File: config.mk
export PLATFORM = sky130hd
export DESIGN_NAME = apb_gpio_filt_flat
export DESIGN_NICKNAME = d
export VERILOG_FILES = /design/src/rtl/apb_gpio_filt_pkg.sv /design/src/rtl/apb_gpio_filt_if.sv /design/src/rtl/apb_gpio_filt_ch.sv /design/src/rtl/apb_gpio_filt.sv /design/src/flat_wrapper.sv
export SDC_FILE = /design/constraint.sdc
export NUM_CORES = 1
export LEC_CHECK = 0
export CAP_MARGIN = 5
export CELL_PAD_IN_SITES_DETAIL_PLACEMENT = 1
export CELL_PAD_IN_SITES_GLOBAL_PLACEMENT = 1
export CORE_UTILIZATION = 40
export DETAILED_ROUTE_END_ITERATION = 6
export GPL_TIMING_DRIVEN = 0
export PLACE_DENSITY = 0.74
export SLEW_MARGIN = 30
export SYNTH_ARGS = -nofsm -noshare
export SYNTH_HDL_FRONTEND = slang
export SYNTH_SLANG_ARGS = --single-unit
File: constraint.sdc
create_clock -name PCLK -period 3.7 [get_ports PCLK]
set_input_delay 0.925 -clock PCLK [delete_from_list [all_inputs] [get_ports PCLK]]
set_output_delay 0.925 -clock PCLK [all_outputs]
set_load 0.02 [all_outputs]
File: src/rtl/apb_gpio_filt_pkg.sv
`default_nettype none
// ============================================================================
//  Module   : apb_gpio_filt_pkg
//  Purpose  : Shared declarations for the filtered APB GPIO block: register
//             word indices, highest mapped byte offset, decode error helper.
//  Ports    : none (package)
//  Revision : 1.0  initial release
// ============================================================================
package apb_gpio_filt_pkg;

  // Highest mapped byte offset (CLR register)
  localparam logic [7:0] ADDR_MAX = 8'h24;

  // Register word index = PADDR[7:2]
  typedef enum logic [5:0] {
    REG_OE   = 6'd0,  // 0x00 RW
    REG_OUT  = 6'd1,  // 0x04 RW
    REG_IN   = 6'd2,  // 0x08 RO debounced pin value
    REG_IEN  = 6'd3,  // 0x0C RW
    REG_RISE = 6'd4,  // 0x10 RW rising-edge enable
    REG_FALL = 6'd5,  // 0x14 RW falling-edge enable
    REG_STAT = 6'd6,  // 0x18 W1C
    REG_DBC  = 6'd7,  // 0x1C RW debounce count
    REG_SET  = 6'd8,  // 0x20 WO OUT |= wdata
    REG_CLR  = 6'd9   // 0x24 WO OUT &= ~wdata
  } reg_idx_e;

  // Byte address beyond the map; low two address bits play no part
  function automatic logic addr_err(input logic [7:0] paddr);
    return paddr[7:2] > ADDR_MAX[7:2];
  endfunction

endpackage
`default_nettype wire

File: src/rtl/apb_gpio_filt_if.sv
`default_nettype none
// ============================================================================
//  Module   : apb_gpio_filt_if
//  Purpose  : APB3 bus bundle for the GPIO block.
//  Signals  : PSEL, PENABLE, PWRITE, PADDR[7:0], PWDATA[31:0]  (master->slave)
//             PRDATA[31:0], PREADY, PSLVERR                     (slave->master)
//  Revision : 1.0  initial release
// ============================================================================
interface apb_gpio_filt_if;
  logic        PSEL;
  logic        PENABLE;
  logic        PWRITE;
  logic [7:0]  PADDR;
  logic [31:0] PWDATA;
  logic [31:0] PRDATA;
  logic        PREADY;
  logic        PSLVERR;

  modport master (
    output PSEL, PENABLE, PWRITE, PADDR, PWDATA,
    input  PRDATA, PREADY, PSLVERR
  );

  modport slave (
    input  PSEL, PENABLE, PWRITE, PADDR, PWDATA,
    output PRDATA, PREADY, PSLVERR
  );
endinterface
`default_nettype wire

File: src/rtl/apb_gpio_filt_ch.sv
`default_nettype none
// ============================================================================
//  Module   : gpio_filt_ch
//  Purpose  : One GPIO input channel: 2-flop synchroniser, debounce counter,
//             debounced (stable) value and single-cycle edge pulses.
//  Ports    : clk, rst_n      clock, async active-low reset
//             pin_i           asynchronous pin input
//             dbc_i[DEB_W]    debounce count (0 behaves as 1)
//             stable_o        debounced value
//             rise_o/fall_o   one-cycle pulse in the cycle after stable changes
//  Revision : 1.0  initial release
// ============================================================================
module gpio_filt_ch #(
  parameter int DEB_W = 8
) (
  input  wire logic             clk,
  input  wire logic             rst_n,
  input  wire logic             pin_i,
  input  wire logic [DEB_W-1:0] dbc_i,
  output logic                  stable_o,
  output logic                  rise_o,
  output logic                  fall_o
);

  logic             sync1_q, sync2_q;
  logic             stable_q, stable_d;
  logic             prev_q;
  logic [DEB_W-1:0] cnt_q, cnt_d;
  logic [DEB_W-1:0] thr;

  // A new level must be seen for max(dbc,1) consecutive cycles; the counter
  // reaching max(dbc,1)-1 means this cycle is the last one required.
  assign thr = (dbc_i == '0) ? '0 : dbc_i - DEB_W'(1);

  always_comb begin
    stable_d = stable_q;
    cnt_d    = '0;
    if (sync2_q != stable_q) begin
      // >= rather than == so a threshold lowered mid-count still fires
      if (cnt_q >= thr) begin
        stable_d = sync2_q;
      end else begin
        cnt_d = cnt_q + DEB_W'(1);
      end
    end
  end

  always_ff @(posedge clk or negedge rst_n) begin
    if (!rst_n) begin
      sync1_q  <= 1'b0;
      sync2_q  <= 1'b0;
      stable_q <= 1'b0;
      prev_q   <= 1'b0;
      cnt_q    <= '0;
    end else begin
      sync1_q  <= pin_i;
      sync2_q  <= sync1_q;
      stable_q <= stable_d;
      prev_q   <= stable_q;
      cnt_q    <= cnt_d;
    end
  end

  assign stable_o = stable_q;
  assign rise_o   = stable_q & ~prev_q;
  assign fall_o   = ~stable_q & prev_q;

endmodule
`default_nettype wire

File: src/rtl/apb_gpio_filt.sv
`default_nettype none
// ============================================================================
//  Module   : apb_gpio_filt
//  Purpose  : APB3 GPIO slave with per-pin debounce, rise/fall edge capture
//             into a W1C status register and masked interrupts.
//  Ports    : PCLK, PRESETN        clock, async active-low reset
//             apb (slave modport)  APB3 bus, zero wait state
//             GPIO_IN[IO_NUM]      asynchronous pin inputs
//             GPIO_OUT[IO_NUM]     output values
//             GPIO_OE[IO_NUM]      output enables, 1 = drive
//             INT[IO_NUM]          STAT & IEN
//             INT_OR               OR of INT
//  Revision : 1.0  initial release
// ============================================================================
module apb_gpio_filt
  import apb_gpio_filt_pkg::*;
#(
  parameter int               IO_NUM  = 32,
  parameter int               DEB_W   = 8,
  parameter logic [IO_NUM-1:0] OUT_RST = '0,
  parameter logic [IO_NUM-1:0] OE_RST  = '0
) (
  input  wire logic              PCLK,
  input  wire logic              PRESETN,
  apb_gpio_filt_if.slave         apb,
  input  wire logic [IO_NUM-1:0] GPIO_IN,
  output logic [IO_NUM-1:0]      GPIO_OUT,
  output logic [IO_NUM-1:0]      GPIO_OE,
  output logic [IO_NUM-1:0]      INT,
  output logic                   INT_OR
);

  logic [IO_NUM-1:0] oe_q,   oe_d;
  logic [IO_NUM-1:0] out_q,  out_d;
  logic [IO_NUM-1:0] ien_q,  ien_d;
  logic [IO_NUM-1:0] rise_q, rise_d;
  logic [IO_NUM-1:0] fall_q, fall_d;
  logic [IO_NUM-1:0] stat_q, stat_d;
  logic [DEB_W-1:0]  dbc_q,  dbc_d;

  logic [IO_NUM-1:0] stable_w, rise_ev, fall_ev;
  logic [IO_NUM-1:0] wdata, stat_clr;
  logic [31:0]       rdata;
  logic              err, wr_en;
  reg_idx_e          idx;
  logic              unused_ok;

  assign idx       = reg_idx_e'(apb.PADDR[7:2]);
  assign err       = addr_err(apb.PADDR);
  assign wr_en     = apb.PSEL & apb.PENABLE & apb.PWRITE & ~err;
  assign wdata     = apb.PWDATA[IO_NUM-1:0];
  assign unused_ok = ^apb.PADDR[1:0];

  // ---------------------------------------------------------------- channels
  genvar gi;
  generate
    for (gi = 0; gi < IO_NUM; gi++) begin : g_ch
      gpio_filt_ch #(.DEB_W(DEB_W)) u_ch (
        .clk      (PCLK),
        .rst_n    (PRESETN),
        .pin_i    (GPIO_IN[gi]),
        .dbc_i    (dbc_q),
        .stable_o (stable_w[gi]),
        .rise_o   (rise_ev[gi]),
        .fall_o   (fall_ev[gi])
      );
    end
  endgenerate

  // ------------------------------------------------------ register write path
  always_comb begin
    oe_d     = oe_q;
    out_d    = out_q;
    ien_d    = ien_q;
    rise_d   = rise_q;
    fall_d   = fall_q;
    dbc_d    = dbc_q;
    stat_clr = '0;
    if (wr_en) begin
      case (idx)
        REG_OE:   oe_d     = wdata;
        REG_OUT:  out_d    = wdata;
        REG_IEN:  ien_d    = wdata;
        REG_RISE: rise_d   = wdata;
        REG_FALL: fall_d   = wdata;
        REG_STAT: stat_clr = wdata;
        REG_DBC:  dbc_d    = apb.PWDATA[DEB_W-1:0];
        REG_SET:  out_d    = out_q | wdata;
        REG_CLR:  out_d    = out_q & ~wdata;
        default:  ;
      endcase
    end
    // New edges are OR-ed in after the clear so a coincident edge survives
    stat_d = (stat_q & ~stat_clr) | (rise_ev & rise_q) | (fall_ev & fall_q);
  end

  always_ff @(posedge PCLK or negedge PRESETN) begin
    if (!PRESETN) begin
      oe_q   <= OE_RST;
      out_q  <= OUT_RST;
      ien_q  <= '0;
      rise_q <= '0;
      fall_q <= '0;
      stat_q <= '0;
      dbc_q  <= '0;
    end else begin
      oe_q   <= oe_d;
      out_q  <= out_d;
      ien_q  <= ien_d;
      rise_q <= rise_d;
      fall_q <= fall_d;
      stat_q <= stat_d;
      dbc_q  <= dbc_d;
    end
  end

  // ------------------------------------------------------- register read path
  always_comb begin
    rdata = '0;
    if (apb.PSEL && !apb.PWRITE && !err) begin
      case (idx)
        REG_OE:   rdata[IO_NUM-1:0] = oe_q;
        REG_OUT:  rdata[IO_NUM-1:0] = out_q;
        REG_IN:   rdata[IO_NUM-1:0] = stable_w;
        REG_IEN:  rdata[IO_NUM-1:0] = ien_q;
        REG_RISE: rdata[IO_NUM-1:0] = rise_q;
        REG_FALL: rdata[IO_NUM-1:0] = fall_q;
        REG_STAT: rdata[IO_NUM-1:0] = stat_q;
        REG_DBC:  rdata[DEB_W-1:0]  = dbc_q;
        default:  ;  // SET/CLR are write-only
      endcase
    end
  end

  assign apb.PRDATA  = rdata;
  assign apb.PREADY  = 1'b1;
  assign apb.PSLVERR = apb.PSEL & apb.PENABLE & err;

  assign GPIO_OUT = out_q;
  assign GPIO_OE  = oe_q;
  assign INT      = stat_q & ien_q;
  assign INT_OR   = |(stat_q & ien_q);

endmodule
`default_nettype wire

File: src/flat_wrapper.sv
// flat-port wrapper written by rule: the top's interface ports become plain ports
module apb_gpio_filt_flat import apb_gpio_filt_pkg::*;
#(
  parameter int               IO_NUM  = 32,
  parameter int               DEB_W   = 8,
  parameter logic [IO_NUM-1:0] OUT_RST = '0,
  parameter logic [IO_NUM-1:0] OE_RST  = '0
)
  (PCLK, PRESETN, GPIO_IN, GPIO_OUT, GPIO_OE, INT, INT_OR, apb_PSEL, apb_PENABLE, apb_PWRITE, apb_PADDR, apb_PWDATA, apb_PRDATA, apb_PREADY, apb_PSLVERR);
  apb_gpio_filt_if apb_i ();
  input  wire logic PCLK;
  input  wire logic PRESETN;
  input  wire logic [IO_NUM-1:0] GPIO_IN;
  output logic [IO_NUM-1:0] GPIO_OUT;
  output logic [IO_NUM-1:0] GPIO_OE;
  output logic [IO_NUM-1:0] INT;
  output logic INT_OR;
  input wire logic [$bits(apb_i.PSEL)-1:0] apb_PSEL;
  input wire logic [$bits(apb_i.PENABLE)-1:0] apb_PENABLE;
  input wire logic [$bits(apb_i.PWRITE)-1:0] apb_PWRITE;
  input wire logic [$bits(apb_i.PADDR)-1:0] apb_PADDR;
  input wire logic [$bits(apb_i.PWDATA)-1:0] apb_PWDATA;
  output wire logic [$bits(apb_i.PRDATA)-1:0] apb_PRDATA;
  output wire logic [$bits(apb_i.PREADY)-1:0] apb_PREADY;
  output wire logic [$bits(apb_i.PSLVERR)-1:0] apb_PSLVERR;
  assign apb_i.PSEL = apb_PSEL;
  assign apb_i.PENABLE = apb_PENABLE;
  assign apb_i.PWRITE = apb_PWRITE;
  assign apb_i.PADDR = apb_PADDR;
  assign apb_i.PWDATA = apb_PWDATA;
  assign apb_PRDATA = apb_i.PRDATA;
  assign apb_PREADY = apb_i.PREADY;
  assign apb_PSLVERR = apb_i.PSLVERR;
  apb_gpio_filt #(.IO_NUM(IO_NUM), .DEB_W(DEB_W), .OUT_RST(OUT_RST), .OE_RST(OE_RST)) u_core (.PCLK(PCLK), .PRESETN(PRESETN), .apb(apb_i), .GPIO_IN(GPIO_IN), .GPIO_OUT(GPIO_OUT), .GPIO_OE(GPIO_OE), .INT(INT), .INT_OR(INT_OR));
endmodule
==> metrics, run 1 <==
DR WL/cell 25.4 um; synth unique cells 55; reg2reg path depth 10; Worst path top cell family by delay simple AND/OR/NAND/NOR gates; #FFs+latches synth 584; Tot GR Track Use 27.3%; worst path cell trace and2_4 > or4_4 > or4_4 > or4_4 > buf_6; commonest cells in the netlist 584 x dfrtp_1, 307 x nor2_1, 289 x ha_1; Synth top area share 46.9%; pin count of the biggest net entering global routing 86; Routed Antenna Nets 0; Initial Util 40.8%; Area contributors post-synth dfrtp_1 47%, ha_1 12%, mux2_2 5.6%; achievable clock frequency 0.257 GHz; Worst Slack Setup Final -0.186 ns; Die W 281 um; final net count 3,554; WP depth 5; WP data required 2.77 ns; Max-Cap Viols 0; CP endpoint kind primary output; Seq/Total Area, Yosys 46.9%; P per Cell Area 488 nW/um^2; Layout Cells excl Fill 4,267; worst path buffer plus inverter count 1; Fin Hold WS 0.264 ns; Fin. Hold Viols 0; number of cell rows 101; Synth Area in Adders 11.6%; drt drc 3; fin area 38,700 um^2; layer with the highest usage met2; Psw 5.99 mW; M2 GR Usage 45.5%; Root Buffer clkbuf_16; fin crit period 3.89 ns; Die Area 79,000 um^2; M3 GR Usage 5.11%; Arr. time, crit path 2.96 ns; Syn Nets 3,214; failing checks design-rule violations, negative setup slack; Leakage 17.9 nW; Synth warnings 0; Port Buffers 201; Mapped Avg Cell Area 10.9 um^2; RSZ-0062 raised after global routing yes; Die H 281 um; CP max-delay cell or4_4; first drt pass iteration count 7; Skew-Pair Late Insertion Delay 0.61 ns; critical-path maximum fanout 3; Worst Path Class, Setup reg -> out; via count 24.9k; post-synthesis mux area share 9.17%; first-pass GRT wire length 163 mm; CTS Buf Count 70; dpl hpwl 74.5 mm; Final Slew Violations 0; met1 GRT Util 34.0%; crit path launch type flop; Largest register FFs 256; Syn Inst Count 2,848; GP Congestion 0.871; Hold Buf Count CTS 0; clock power share 35.9%; Main synth FF type dfrtp_1; Seq pwr share 43.8%; largest family of logic cells by synthesized area simple AND/OR/NAND/NOR gates; top-count cell post-synth dfrtp_1; routed wire length 108 mm; Post-synth ARST share 100%; Top reg by flops u_core.g_ch.u_ch.cnt_q; vias in the first global route 27.0k; Comb power frac 20.2%; area grow syn2layout 24.3%; Core Area 76,500 um^2; DP Area 35,100 um^2; placed cells 4,100; simple-gate portion of the synthesized area 14.3%; setup skew after layout 0.0243 ns; Synth area leader dfrtp_1; Slew HR 33.5%; Hold WC Path Type in -> async; Clock Sinks 584; I/O pin count 208; H-tree Lvls 3; Mapped Area 31,200 um^2; most frequent CP cell or4_4; EDFF count, synth 0; total grt overflow 0; Clock Tree Buf Depth 3; antenna violations before repair 12; cell internal pwr 12.9 mW; fraction of layout cells with a size suffix above 1 18.1%; post-synthesis compound-gate area fraction 9.36%; CTS clk-pin slew, worst paths 0.06 ns; slowest stage delay, CP 0.58 ns; Peak supply drop 0.299 mV; CTS tree yes; vias per inst 5.84; DRT iter0 DRCs 1,832; Switching Share 31.7%; Worst Tran Pin Value 0.997 ns; fin util 50.6%; final setup fails 4; pre-CTS WS -2.37 ns; Synth Area in XOR/XNOR 6.41%; fin crit share 105%; outcome finished with violations
## power groups by stage
stage	logic (mW)	clock network (mW)	registers, mW
after floorplan	2.23	0	7.97
after global placement	3.09	0	8.28
after detailed placement	3.35	0	8.34
after CTS	3.61	6.90	8.25
after global routing	4.23	7.13	8.37
final	3.82	6.79	8.28
## final timing paths
| kind | from | to | slack, ns |
|---|---|---|---|
| worst max-delay path | u_core.stat_q[5] | INT_OR | -0.19 |
| worst min-delay path | PRESETN | u_core.g_ch[28].u_ch.sync1_q | 0.26 |
| worst max register to register | u_core.dbc_q[2] | u_core.g_ch[22].u_ch.cnt_q[4] | 0.08 |
| worst min register to register | u_core.g_ch[29].u_ch.sync1_q | u_core.g_ch[29].u_ch.sync2_q | 0.35 |
| max in group asynchronous | PRESETN | u_core.g_ch[7].u_ch.sync1_q | 1.73 |
| min in group PCLK | u_core.g_ch[29].u_ch.sync1_q | u_core.g_ch[29].u_ch.sync2_q | 0.35 |
## worst reg2reg max path, cell delays in order, from the launching register on
cell and delay [ns]:
dfrtp_1 0.52, nor4_2 0.55, nand2_1 0.23, mux2i_4 0.29, buf_16 0.20, buf_16 0.17, buf_8 0.16, ha_1 0.33
nand4_1 0.18, o311ai_2 0.70, nor2_1 0.14
## cell families after synthesis
| kind of cell | Yosys count |
|---|---|
| compound gates | 425 |
| xor+xnor | 228 |
| fa+ha+maj | 289 |
| buf+inv | 168 |
| flops | 584 |
| mux | 236 |
| other cells | 1 |
| simple gates | 917 |
## cell usage in the layout, fill, tap and decap left out, types with 48 or more instances in the layout
cell type / count
buf_4: 49
xor2_1: 190
clkbuf_16: 74
nand2_1: 147
dfrtp_1: 584
inv_1: 100
o21ai_0: 48
ha_1: 289
o21a_1: 64
nor2_1: 305
clkdlybuf4s50_1: 164
nand3_1: 162
o31ai_1: 64
and3_1: 63
a21oi_1: 75
mux2_2: 155
## through the flow
stage | setup TNS (ns) | total power, mW
4_1_cts | -0.227 | 18.8
3_5_place_dp | -320.56 | 11.7
2_1_floorplan | 0 | 10.2
6_report | -0.225 | 18.9
5_1_grt | -0.420 | 19.7
3_3_place_gp | - | 11.4
## layout make-up
cell class / instances / area (um^2)
plain buffers: 67 / 651
multi-input cells: 2096 / 16700
repair buffers: 269 / 2890
fillers: 8150 / 37700
inverters: 100 / 375
clock buffers: 101 / 2050
diodes: 2 / 5.00
clock inverters: 18 / 171
flip-flops and latches: 584 / 14600
well taps: 1030 / 1290
## routing by layer
layer / part of all wire [%] / up-vias / routed length [um]
met4: 4.7 / 14 / 5100
met1: 41 / 12800 / 44100
met2: 48 / 869 / 51900
met3: 6.6 / 299 / 7100
met5: 0.075 / - / 81
li1: - / 10900 / -
## repair_timing
item | in CTS | in global routing
pin swaps | 30 | 18
cloned | 2 | 0
resized for setup | 328 | 74
setup endpoints to repair | 324 | 295
endpoints found under the hold margin | 0 | 0
buffers inserted | 35 | 10
Note: power is estimated with default switching activity, not from simulation.
==> run 2: changes to the inputs <==
--- a/config.mk
+++ b/config.mk
@@ -10,7 +10,6 @@
 export CELL_PAD_IN_SITES_GLOBAL_PLACEMENT = 1
 export CORE_UTILIZATION = 40
 export DETAILED_ROUTE_END_ITERATION = 6
-export GPL_TIMING_DRIVEN = 0
 export PLACE_DENSITY = 0.74
 export SLEW_MARGIN = 30
 export SYNTH_ARGS = -nofsm -noshare
==> run 2 against run 1 <==
The run ends with negative setup slack left. First-iteration DRC count is 21% lower. Die area stayed put. Count of clock-buffer cells in the layout is 9 lower. Combinational power hardly changed. Largest cell class unchanged. Highest routed layer is now met4.
==> metrics, run 2 (synthesis results as in run 1) <==
outcome finished with violations; failing checks negative setup slack; crit path launch type flop; final net count 3,629; Largest register FFs 256; pre-CTS WS -0.823 ns; most frequent cells in the layout 584 x dfrtp_1, 304 x nor2_1, 289 x ha_1, 190 x xor2_1, 180 x buf_4; Arr. time, crit path 2.92 ns; fraction of layout cells with a size suffix above 1 19.0%; first-pass GRT wire length 161 mm; vias in the first global route 27.6k; Routed Antenna Nets 0; Worst Path Class, Setup reg -> out; Tot GR Track Use 26.4%; critical-path maximum fanout 2; Die W 281 um; crit path launch u_core.ien_q[12]; GP Congestion 0.874; Fin. Hold Viols 0; Port Buffers 204; Die Area 79,000 um^2; CTS Buf Count 68; Core Area 76,500 um^2; Die H 281 um; Top reg by flops u_core.g_ch.u_ch.cnt_q; Clock Tree Buf Depth 3; CTS tree yes; Total Power 18.8 mW; fin util 50.6%; final setup fails 1; first drt pass iteration count 7; area grow syn2layout 24.2%; Peak supply drop 0.298 mV; setup skew after layout 0.0316 ns; Max-Cap Viols 0; achievable clock frequency 0.260 GHz; Hold WC Path Type in -> async; drt drc 0; antenna violations before repair 1; H-tree Lvls 3; fin crit share 104%; DRT iter0 DRCs 1,455; Leakage 18.1 nW; routed wire length 103 mm; RSZ-0062 raised after global routing yes; CTS clk-pin slew, worst paths 0.06 ns; WP data required 2.77 ns; vias per inst 5.70; Worst Tran Pin Value 0.867 ns; RR Startpoint u_core.dbc_q[5]; fin area 38,700 um^2; # fillers 8,113; Seq. cell area 14,600 um^2; Clock Sinks 584; Root Buffer clkbuf_16; most common cell after layout, fill and taps aside dfrtp_1; Final Slew Violations 0; diode count 0; multi-input logic area 16,200 um^2; Fin Setup TNS -0.144 ns; DR WL/cell 23.6 um; fin crit period 3.84 ns; total grt overflow 0; Hold Buf Count CTS 0; number of cell rows 101; DP Area 36,200 um^2; Skew-Pair Late Insertion Delay 0.62 ns; pin count of the biggest net entering global routing 99; dpl hpwl 72.8 mm; Worst Slack Setup Final -0.144 ns; Initial Util 40.8%; P per Cell Area 487 nW/um^2; via count 24.7k; CP endpoint kind primary output; Slew HR 40.7%; I/O pin count 208
[run 2: final timing paths]
check | cells past startpoint | slack (ns) | endpoint
min reg2reg | 0 | 0.34 | u_core.g_ch[15].u_ch.sync2_q
max | 5 | -0.14 | INT_OR
min in group PCLK | 0 | 0.34 | u_core.g_ch[15].u_ch.sync2_q
min | 1 | 0.28 | u_core.GPIO_OE[22]
max in group asynchronous | 2 | 2.45 | u_core.g_ch[9].u_ch.sync1_q
max reg2reg | 9 | 0.13 | u_core.g_ch[2].u_ch.cnt_q[4]
[run 2: layout make-up]
| class | count | share of cell area (%) |
|---|---|---|
| Timing Repair Buffer | 413 | 10.3 |
| Sequential cell | 584 | 37.8 |
| Clock buffer | 92 | 5.02 |
| Multi-Input combinational cell | 2096 | 41.9 |
| Clock inverter | 25 | 0.718 |
| Inverter | 100 | 0.970 |
| Tap cell | 1030 | 3.33 |
[run 2: metal layers]
metal	share of wire [%]	routed length, um	global-route usage [%]
met1	42	42900	33.2
met2	49	50300	44.8
met3	5.3	5400	4.29
met4	3.7	3840	11.3
met5	0	0	0
[run 2: where the power goes]
group | switching [mW] | internal (mW)
Combinational | 2.09 | 1.74
Clock | 2.79 | 3.97
Sequential | 1.08 | 7.16
Total | 5.95 | 12.9
[run 2: metrics by stage]
| step | instances | hold slack [ns] |
|---|---|---|
| after floorplan | 2848 | 0.331 |
| after global placement | 4212 | 0.333 |
| after detailed placement | 4213 | 0.336 |
| after CTS | 4338 | 0.280 |
| after global routing | 4340 | 0.302 |
| final | 4340 | 0.283 |
[run 2: what timing repair did]
item                       in CTS  in global routing
pin swaps                      18                 12
setup endpoints to repair      33                224
resized for setup             166                 37
setup buffers                   8                  2
[run 2: worst max-delay path: stages, from the launching register on]
cell and delay [ns]:
dfrtp_1 0.38, and2_4 0.19, or4_4 0.51, or4_4 0.46
or4_4 0.59, buf_6 0.16
